### config.mk
export PLATFORM = sky130hd
export DESIGN_NAME = uart_byte_packer
export DESIGN_NICKNAME = d
export VERILOG_FILES = /design/src/rtl/uart_byte_packer.sv
export SDC_FILE = /design/constraint.sdc
export NUM_CORES = 1
export LEC_CHECK = 0
export CORE_AREA = 2 2 232 234
export DETAILED_ROUTE_END_ITERATION = 10
export DIE_AREA = 0 0 234 236
export PLACE_DENSITY = 0.71
export SLEW_MARGIN = 20
export SYNTH_ARGS = -nofsm -noshare
export SYNTH_HDL_FRONTEND = slang
export SYNTH_SLANG_ARGS = --single-unit
### constraint.sdc
create_clock -name clk -period 7.4 [get_ports clk]
set_input_delay 1.11 -clock clk [delete_from_list [all_inputs] [get_ports clk]]
set_output_delay 1.11 -clock clk [all_outputs]
set_load 0.005 [all_outputs]
### src/rtl/uart_byte_packer.sv
// uart_byte_packer: packs a UART byte stream LSB-first into one wide word with a valid/ready hand-off
//   clk, rstn         : clock, asynchronous active-low reset
//   s_valid, s_data   : byte strobe and byte from the UART receiver (no back-pressure at source)
//   s_ready           : high while filling, i.e. a byte can be taken this cycle
//   m_valid, m_ready  : word hand-off to the multiplier; m_data held stable while m_valid
//   m_data            : assembled word, byte 0 in the least significant slot
//   overrun           : sticky, a byte arrived while s_ready was low
//   drop              : one-cycle pulse, a partial word was discarded on inter-byte timeout
// Optional: `define UART_PACKER_TIMEOUT_EN builds the inter-byte timeout; otherwise drop is 0.
module uart_byte_packer #(
    parameter int BITS_PER_WORD = 8,
    parameter int W_OUT         = 576,
    parameter int TIMEOUT_CLKS  = 100_000
) (
    input  logic                     clk,
    input  logic                     rstn,
    input  logic                     s_valid,
    input  logic [BITS_PER_WORD-1:0] s_data,
    output logic                     s_ready,
    output logic                     m_valid,
    input  logic                     m_ready,
    output logic [W_OUT-1:0]         m_data,
    output logic                     overrun,
    output logic                     drop
);
    localparam int N  = W_OUT / BITS_PER_WORD;
    localparam int IW = (N > 1) ? $clog2(N) : 1;
`ifdef UART_PACKER_TIMEOUT_EN
    localparam int CW = $clog2(TIMEOUT_CLKS + 1);
    logic [CW-1:0] cnt_q;
`endif
    typedef enum logic {FILL, FULL} state_t;
    state_t            state_q;
    logic [IW-1:0]     idx_q;
    logic [W_OUT-1:0]  data_q;
    logic              ovr_q;
    logic              drop_q;
    assign s_ready = (state_q == FILL);
    assign m_valid = (state_q == FULL);
    assign m_data  = data_q;
    assign overrun = ovr_q;
    assign drop    = drop_q;
    always_ff @(posedge clk or negedge rstn) begin
        if (!rstn) begin
            state_q <= FILL;
            idx_q   <= '0;
            data_q  <= '0;
            ovr_q   <= 1'b0;
            drop_q  <= 1'b0;
`ifdef UART_PACKER_TIMEOUT_EN
            cnt_q   <= '0;
`endif
        end else begin
            drop_q <= 1'b0;
            if (s_valid && !s_ready)
                ovr_q <= 1'b1;
            case (state_q)
                FILL: begin
                    if (s_valid) begin
                        data_q[int'(idx_q)*BITS_PER_WORD +: BITS_PER_WORD] <= s_data;
                        idx_q   <= (idx_q == IW'(N - 1)) ? '0 : idx_q + IW'(1);
                        state_q <= (idx_q == IW'(N - 1)) ? FULL : FILL;
`ifdef UART_PACKER_TIMEOUT_EN
                        cnt_q   <= '0;
`endif
                    end
`ifdef UART_PACKER_TIMEOUT_EN
                    // a byte on the timeout cycle takes the branch above, so it wins
                    else if (idx_q != '0) begin
                        if (cnt_q == CW'(TIMEOUT_CLKS - 1)) begin
                            idx_q  <= '0;
                            cnt_q  <= '0;
                            drop_q <= 1'b1;
                        end else begin
                            cnt_q <= cnt_q + CW'(1);
                        end
                    end
`endif
                end
                FULL: begin
                    if (m_ready)
                        state_q <= FILL;
                end
                default: state_q <= FILL;
            endcase
        end
    end
endmodule

After elaboration in Yosys (flattened, before gate mapping)

Index checks and enable logic that the tools add are counted.

Reduce and logical (&&, ||, !) cells: 2
Bitwise logic cells: 1
Multiplexer cells: 6
Eq/ne operators: 1
Shifts and indexed selects: 2
Add/sub/neg operators: 2

Operator list:

| operator                                               | count |
|---|---|
| bitwise mux 576 bit                                    | 1 |
| variable shift 8 x 33 -> 576 bit, first input constant | 1 |
| variable part select 8 x 33 -> 576 bit                 | 1 |
| negator 10 -> 33 bit                                   | 1 |
| adder 7 x 1 -> 7 bit, second input constant            | 1 |
| equality test 7 bit, second input constant             | 1 |
| two-way mux 7 bit                                      | 1 |
| two-way mux 1 bit                                      | 3 |
| case mux 1 bit (2 select lines)                        | 1 |
| AND reduction 2 bit                                    | 1 |
| logical AND 1 bit                                      | 1 |
| inverter 1 bit                                         | 1 |

Register bits after elaboration: 585
Word-level logic and storage cells: 18
Output and inout port bits: 580
Input bits: 12

Logic depth before layout (Yosys ltp)

Gate-level depths: netlist of the first run.

Word-level depth: 4
Gate-level depth with buffers: 14
Mapped depth without buffers: 10

Worst setup path after synthesis of the first run

Ideal clock, no wire load.

Kind: register to register
Start: register idx_q[0]
End: register data_q[192], in the netlist m_data[192]
Setup time: 0.125 ns
Path slack: 3.641 ns
Stages on the path, launching flop included: 15
Data required time: 7.275 ns
Clock period less this slack: 3.759 ns
Arrival: 3.635 ns
Path buffers: 4
Cells stage by stage: dfrtp_1 clkbuf_1 inv_1 ha_1 or3b_1 clkbuf_1 nor3_1 ha_1 or4bb_1 a2111oi_0 nand4_1 buf_2 or2_2 buf_2 mux2_2

Longest elaborated chain between the ends: 3
Elaborated cells on any way between the ends: 4
Those cells by class: add/sub: 1; shift: 2; mux: 1

Ends and longest elaborated chain:

| item                                                                                       | RTL line | source |
|---|---|---|
| start: declaration                                                                         | 34       | `logic [IW-1:0] idx_q;` |
| start signal: assignment                                                                   | 61       | `idx_q <= (idx_q == IW'(N - 1)) ? '0 : idx_q + IW'(1);` |
| negator 10 -> 33 bit (*)                                                                   | 60       | `data_q[int'(idx_q)*BITS_PER_WORD +: BITS_PER_WORD] <= s_data;` |
| variable part select 8 x 33 -> 576 bit or variable shift 8 x 33 -> 576 bit (tied branches) | 60       |  |
| bitwise mux 576 bit (*)                                                                    | 60       |  |
| end signal: indexed assignment                                                             | 60       |  |
| end: declaration                                                                           | 35       | `logic [W_OUT-1:0] data_q;` |

Mark *: on every way between the ends. The rest lies on a longest branch, timed or not.
A chain may end at the register's enable or synchronous reset.

Worst setup path after layout of the first run

Start: register idx_q[0]
End: register data_q[260], in the netlist m_data[260]

Same word-level chain as after synthesis.

==> results of run 1 <==
## synthesized netlist by cell type (15+ instances only)
cell      count
and3_1       23
buf_2        30
clkbuf_1     59
dfrtp_1     585
inv_1        22
mux2_2      543
mux2i_1      18
nand2_1      48
nand3_1      15
nand3_2      16
nor2_1       29
nor3_1       25
o21ai_0      33
## worst max-delay path by stage
stage,start,end,depth (start not counted),slack (ns)
finish,idx_q[0],m_data[260],10,2.30
global route,idx_q[0],m_data[260],10,1.93
CTS,idx_q[0],m_data[260],10,2.36
detailed placement,idx_q[0],m_data[260],10,2.36
global placement,idx_q[0],m_data[258],10,2.55
floorplan,idx_q[0],m_data[192],14,3.64
## per-layer routing
metal | GRT usage [%] | up-vias
li1 | - | 6671
met1 | 36.2 | 8211
met2 | 47.7 | 491
met3 | 6.56 | 130
met4 | 8.29 | 2
met5 | 0 | -
## worst register-to-register path: cells and delay by family, from the launching register on
family / cells / cell delay (ns)
and+or+nand+nor: 5 / 2.30
AOI/OAI and AO/OA: 1 / 0.44
DFF: 1 / 0.59
buffers and inverters: 1 / 0.20
muxes: 1 / 0.41
adders and majority gates: 2 / 1.02
## cell families (layout without fill, tap and decap cells)
logic type,Yosys count,after routing,synth area share [%]
AND/OR/NAND/NOR,228,228,5.65
XOR/XNOR,7,7,0.264
multiplexers,561,561,27.1
other,1,3,0.0161
buffers and inverters,124,738,2.21
adder cells (fa/ha/maj),3,3,0.161
flip-flops,585,585,62.9
AO/OA/AOI/OAI,62,62,1.70
## power by group
group	total [mW]	internal [mW]	switching (mW)
combinational	3.60	2.04	1.57
sequential	4.50	3.99	0.509
clock	3.03	1.78	1.26
## state kept, by name, indices dropped and copies added, names as in the netlist
register	cells
m_data	576
idx_q	7
m_valid	1
overrun	1
## per-stage QoR
stage | util, % | total power [mW] | std cells | setup WS, ns
after global routing | 59.8 | 11.6 | 2881 | 1.93
after global placement | 56.1 | 8.07 | 2775 | 2.55
after detailed placement | 56.1 | 8.17 | 2775 | 2.36
after CTS | 59.8 | 11.2 | 2881 | 2.36
final | 59.8 | 11.1 | 2883 | 2.30
after floorplan | - | 5.79 | 1571 | 3.64
## area by class of cell
cell class                      instances  area [um^2]
Fill cell                            4195        21300
Sequential cell                       585        14600
Multi-Input combinational cell        862         8150
Timing Repair Buffer                  610         6050
Clock buffer                           91         1810
Tap cell                              696          871
Clock inverter                         15          160
Inverter                               22         82.6
Antenna cell                            2         5.00
==> metrics.txt, run 1 <==
Synth top area share=between 60 and 70%; met3 WL=around 4900 um; Crit path max-delay family=simple AND/OR/NAND/NOR gates; crit-path cells=inv_1 > ha_1 > or3b_1 > nor3_1 > ha_1 > or4bb_1 > a2111oi_0 > nand4_1 > nand2b_1 > mux2_2; top sig layer=met5; initial core utilization=43.8%; Worst EP required=between 7 and 8 ns; Final Cell Area=approximately 32,000 um^2; number of routed nets with antenna violations=0; number of synthesized flops with an enable pin=0; Pre-Repair DR Iteration Count=5; Post-CTS Resized=0; die area=55,200 um^2; Min Hold Slack=0.499 ns; Hold Crit Start=m_data[2]; mapped cell area=~23,000 um^2; Setup Skew=0.0193 ns; largest net degree at the start of global routing=roughly 150; Final min period=about 5.1 ns; Mapped Nets=1,586; layout net count=between 2k and 2.5k; largest cells by area after synthesis=dfrtp_1, mux2_2, clkbuf_1; Pleak=15.0 nW; maximum level of the CTS H-tree=2; FF+latch count, synth=a little under 600; VDD IR max=~0.2 mV; Seq/Total Area, Yosys=a little over three fifths; reg2reg end=m_data[260]; antenna violations before repair=1; Placed Area=29,800 um^2; CP endpoint kind=flip-flop; num ports=592; worst skew pair latency=roughly 0.62 ns; met2 wire length=between 30,000 and 40,000 um; Hold-fix buffers, CTS=0; Final setup viols=0; 1st-iter DRT viols=just over 1k; DR vias/cell=around 5.4; grt ovf=0; Max Clk Rate=approximately 0.20 GHz; Port Buffers=590; final hold violation count=0; flop2flop setup slack=around 2.3 ns; Buf/Inv on CP=1; CP arrival=around 5.6 ns; total routed wirelength=78,200 um; Async S/R FF share, synth=100%; crit share post-route=around 69%; leading cell type in the layout, fill and taps excluded=dfrtp_1; Distinct cells, synth=between 50 and 60; num rows=85; Max stage delay on crit path=0.63 ns; hold path depth=2; die height=around 240 um; slowest CP cell=or4bb_1; drt drc=0; unrepaired setup endpoints after global routing=false; cell taking the most area after synthesis=dfrtp_1; Clock transition at path regs=around 0.060 ns; P per Cell Area=351 nW/um^2; DR WL/cell=27.1 um; Hold Path End=m_data[2]; maximum clock path buffer count=3; Rel. slew slack=a little under a quarter; outcome=finished clean; Critical Path Most Common Cell=ha_1; M1 WL=31,700 um; CTS tree=built; most used flip-flop cell after synthesis=dfrtp_1; syn avg cell area=14.8 um^2; layout cells sized above 1=between 30% and 40%; chip width=between 200 and 250 um; Worst Setup Start Kind=flip-flop; Worst Max-Slew Pin Slew=between 1 and 1.5 ns; Worst R2R Path Depth=10; CTS Buf Count=approximately 60; FF-to-FF Start=idx_q[0]; pins over their slew limit=0; area grow syn2layout=36.5%; root buf cell=clkbuf_16; cell count after synthesis=approximately 1.6k; hpwl dp=54,600 um; Yosys warning count=0; worst-path maximum fanout=21; Core Area=53,100 um^2; vias in the first global route=roughly 16k; # clock sinks=slightly below 600; CP Class=reg -> reg; first-pass GRT wire length=roughly 110,000 um; vias=about 16k; most frequent cells in the layout=dfrtp_1, clkdlybuf4s50_1, mux2_2; gpl congestion=between 0.8 and 0.9; setup_tns=0 ns; Hold Path Class=reg -> reg; post-CTS setup buffer count=0; Max-Cap Viols=0; Overall Global Routing Usage=roughly 28%
Power figures use the tool's default switching activity.
==> run 2, diff against run 1 <==
--- a/config.mk
+++ b/config.mk
@@ -5,10 +5,10 @@
 export SDC_FILE = /design/constraint.sdc
 export NUM_CORES = 1
 export LEC_CHECK = 0
-export CORE_AREA = 2 2 232 234
+export CORE_AREA = 2 2 233 235
 export DETAILED_ROUTE_END_ITERATION = 10
-export DIE_AREA = 0 0 234 236
-export PLACE_DENSITY = 0.71
+export DIE_AREA = 0 0 235 237
+export PLACE_DENSITY = 0.74
 export SLEW_MARGIN = 20
 export SYNTH_ARGS = -nofsm -noshare
 export SYNTH_HDL_FRONTEND = slang
==> constraint.sdc (replaced) <==
create_clock -name clk -period 4.2 [get_ports clk]
set_input_delay 0.63 -clock clk [delete_from_list [all_inputs] [get_ports clk]]
set_output_delay 0.63 -clock clk [all_outputs]
set_load 0.005 [all_outputs]
==> run 2 against run 1 <==
Critical path depth unchanged. Utilization up 0.35 points. Sequential share of layout area down 0.45 points. Worst setup slack worse by 1.9 ns. Sequential power up 75%. Fmax up 33%. Clock power up 82%. Worst hold slack worse by 0.46 ns. Register-to-register slack worse by 1.9 ns. Global-route usage down 0.60 points. Clock skew down 0.0028 ns. Critical endpoint is now m_data[214]. Highest routed layer unchanged.
==> metrics.txt, run 2 (synthesis results as in run 1) <==
DR vias/cell=5.42 (+0.81%); maximum clock path buffer count=3 (unchanged); CP arrival=4.33 ns (-1.26 ns); setup_tns=0 ns (unchanged); layout net count=2,184 (+1.3%); Final setup viols=0 (unchanged); Final min period=3.83 ns (-1.27 ns); reg2reg end=m_data[214]; unrepaired setup endpoints after global routing=false; worst skew pair latency=0.61 ns (about the same); most frequent cells in the layout=dfrtp_1, clkdlybuf4s50_1, mux2_2; root buf cell=clkbuf_16; area grow syn2layout=37.9%; Placed Area=30,000 um^2 (+0.75%); Seq pwr share=39.6% (-0.8 points); final hold violation count=0 (unchanged); maximum level of the CTS H-tree=2 (unchanged); Switch Pwr=5.91 mW (+77%); DR WL/cell=26.7 um (-1.5%); antenna violations before repair=4 (+3); leading cell type in the layout, fill and taps excluded=dfrtp_1; pins over their slew limit=0 (unchanged); CP Class=reg -> reg; Worst Setup Start Kind=flip-flop; Pre-Repair DR Iteration Count=5 (unchanged); Hold Path Class=in -> async; largest net degree at the start of global routing=104 (-31%); Worst EP required=4.69 ns (-3.20 ns); Setup Skew=0.0166 ns (-0.00276 ns); Rel. slew slack=28.3% (+4.7 points); gpl congestion=0.893 (+5.8%); vias=15.8k (+1.8%); Post-Route Utilization=60.2% (+0.35 points); num ports=592 (unchanged); Max Clk Rate=0.261 GHz (+33%); total routed wirelength=77,700 um (-0.55%); chip width=235 um (+0.43%); P per Cell Area=620 nW/um^2 (+77%); number of routed nets with antenna violations=0 (unchanged); crit share post-route=91.2% (+22 points); Hold-fix buffers, CTS=0 (unchanged); Overall Global Routing Usage=27.7% (-0.60 points); Clock power frac=27.7% (+0.5 points); first-pass GRT wire length=114,000 um (+0.20%); Min Hold Slack=0.0413 ns (-0.458 ns); max FFs per register=576 (unchanged); Worst Max-Slew Pin Slew=1.07 ns (-0.0794 ns); Core Area=53,300 um^2 (+0.40%); 1st-iter DRT viols=885 (-12%); FF-to-FF Start=idx_q[1]; Comb power frac=32.8% (+0.4 points); VDD IR max=0.441 mV (+120%); Port Buffers=590 (unchanged); # clock sinks=585 (unchanged); outcome=finished clean; Max-Cap Viols=0 (unchanged); Final Cell Area=32,100 um^2 (+0.99%); Worst R2R Path Depth=10 (unchanged); slowest CP cell=or4bb_1; num rows=85 (unchanged); die height=237 um (+0.42%); vias in the first global route=16.7k (+1.8%); drt drc=0 (unchanged); Clock transition at path regs=0.06 ns (about the same); flop2flop setup slack=0.37 ns (-1.93 ns); CP endpoint kind=flip-flop; die area=55,700 um^2 (+0.85%); Critical Path Most Common Cell=ha_1; crit-path cells=inv_1 > ha_1 > or3b_1 > nor3_1 > ha_1 > or4bb_1 > a211oi_1 > nand4_1 > nand2b_1 > mux2_2; layout cells sized above 1=33.3% (+0.92 points); initial core utilization=43.7% (-0.17 points); CTS tree=built; hpwl dp=56,100 um (+2.8%); Diodes inserted=0 (-2); worst-path maximum fanout=11 (-48%); CTS Buf Count=59 (unchanged); Sw Share=29.7% (-0.22 points); grt ovf=0 (unchanged); Max stage delay on crit path=0.60 ns (-0.03 ns); Internal Power=14.0 mW (+79%); Pleak=15.2 nW (+1.1%)
run 2: power groups by stage:
stage                     combinational [mW]  clock (mW)  sequential, mW
final                                   6.51        5.50            7.87
after global routing                    6.90        5.84            8.02
after CTS                               6.57        5.61            7.86
after detailed placement                6.54           0            7.95
after global placement                  6.44           0            7.88
after floorplan                         2.31           0            7.89
run 2: per-stage QoR:
step                      power [mW]  cells  worst slack, ns
final                           19.9   2911            0.368
after floorplan                 10.2   1571            0.441
after global placement          14.3   2802            0.353
after global routing            20.8   2911            0.121
after CTS                       20.0   2909            0.186
after detailed placement        14.5   2802            0.246
run 2: critical path, delay by kind of cell (launching register included):
kind	cells	cell delay (ns)
adder cells (fa/ha/maj)	2	0.32
flip-flops	1	0.40
AND/OR/NAND/NOR	5	2.31
AO/OA/AOI/OAI	1	0.21
buffers and inverters	1	0.08
multiplexers	1	0.38
run 2: how the worst max path moves through the flow:
stage | slack (ns) | end | depth (start not counted) | start
floorplan | 0.44 | m_data[192] | 14 | idx_q[0]
global placement | 0.35 | m_data[257] | 10 | idx_q[0]
detailed placement | 0.25 | m_data[263] | 10 | idx_q[1]
CTS | 0.19 | m_data[263] | 10 | idx_q[1]
global route | 0.12 | m_data[242] | 10 | idx_q[1]
finish | 0.37 | m_data[214] | 10 | idx_q[1]
run 2: final cells by class:
class | count | area [um^2]
clock buffer | 88 | 1780
clock inverter | 19 | 278
fill | 4094 | 21200
inverter | 22 | 82.6
multi-input combinational | 862 | 8140
sequential | 585 | 14600
tap | 696 | 871
timing repair buffer | 639 | 6290
run 2: routing by layer:
metal / track usage [%] / vias to the layer above / part of all wire, %
li1: - / 6710 / -
met1: 34.9 / 8336 / 40
met2: 45.5 / 568 / 49
met3: 6.82 / 166 / 6.6
met4: 11.8 / 2 / 4.2
met5: 0 / - / 0.017
run 2: timing repair:
item                       in CTS  in global routing
gates resized for setup         0                  0
buffers inserted                0                  2
setup endpoints to repair       0                 24
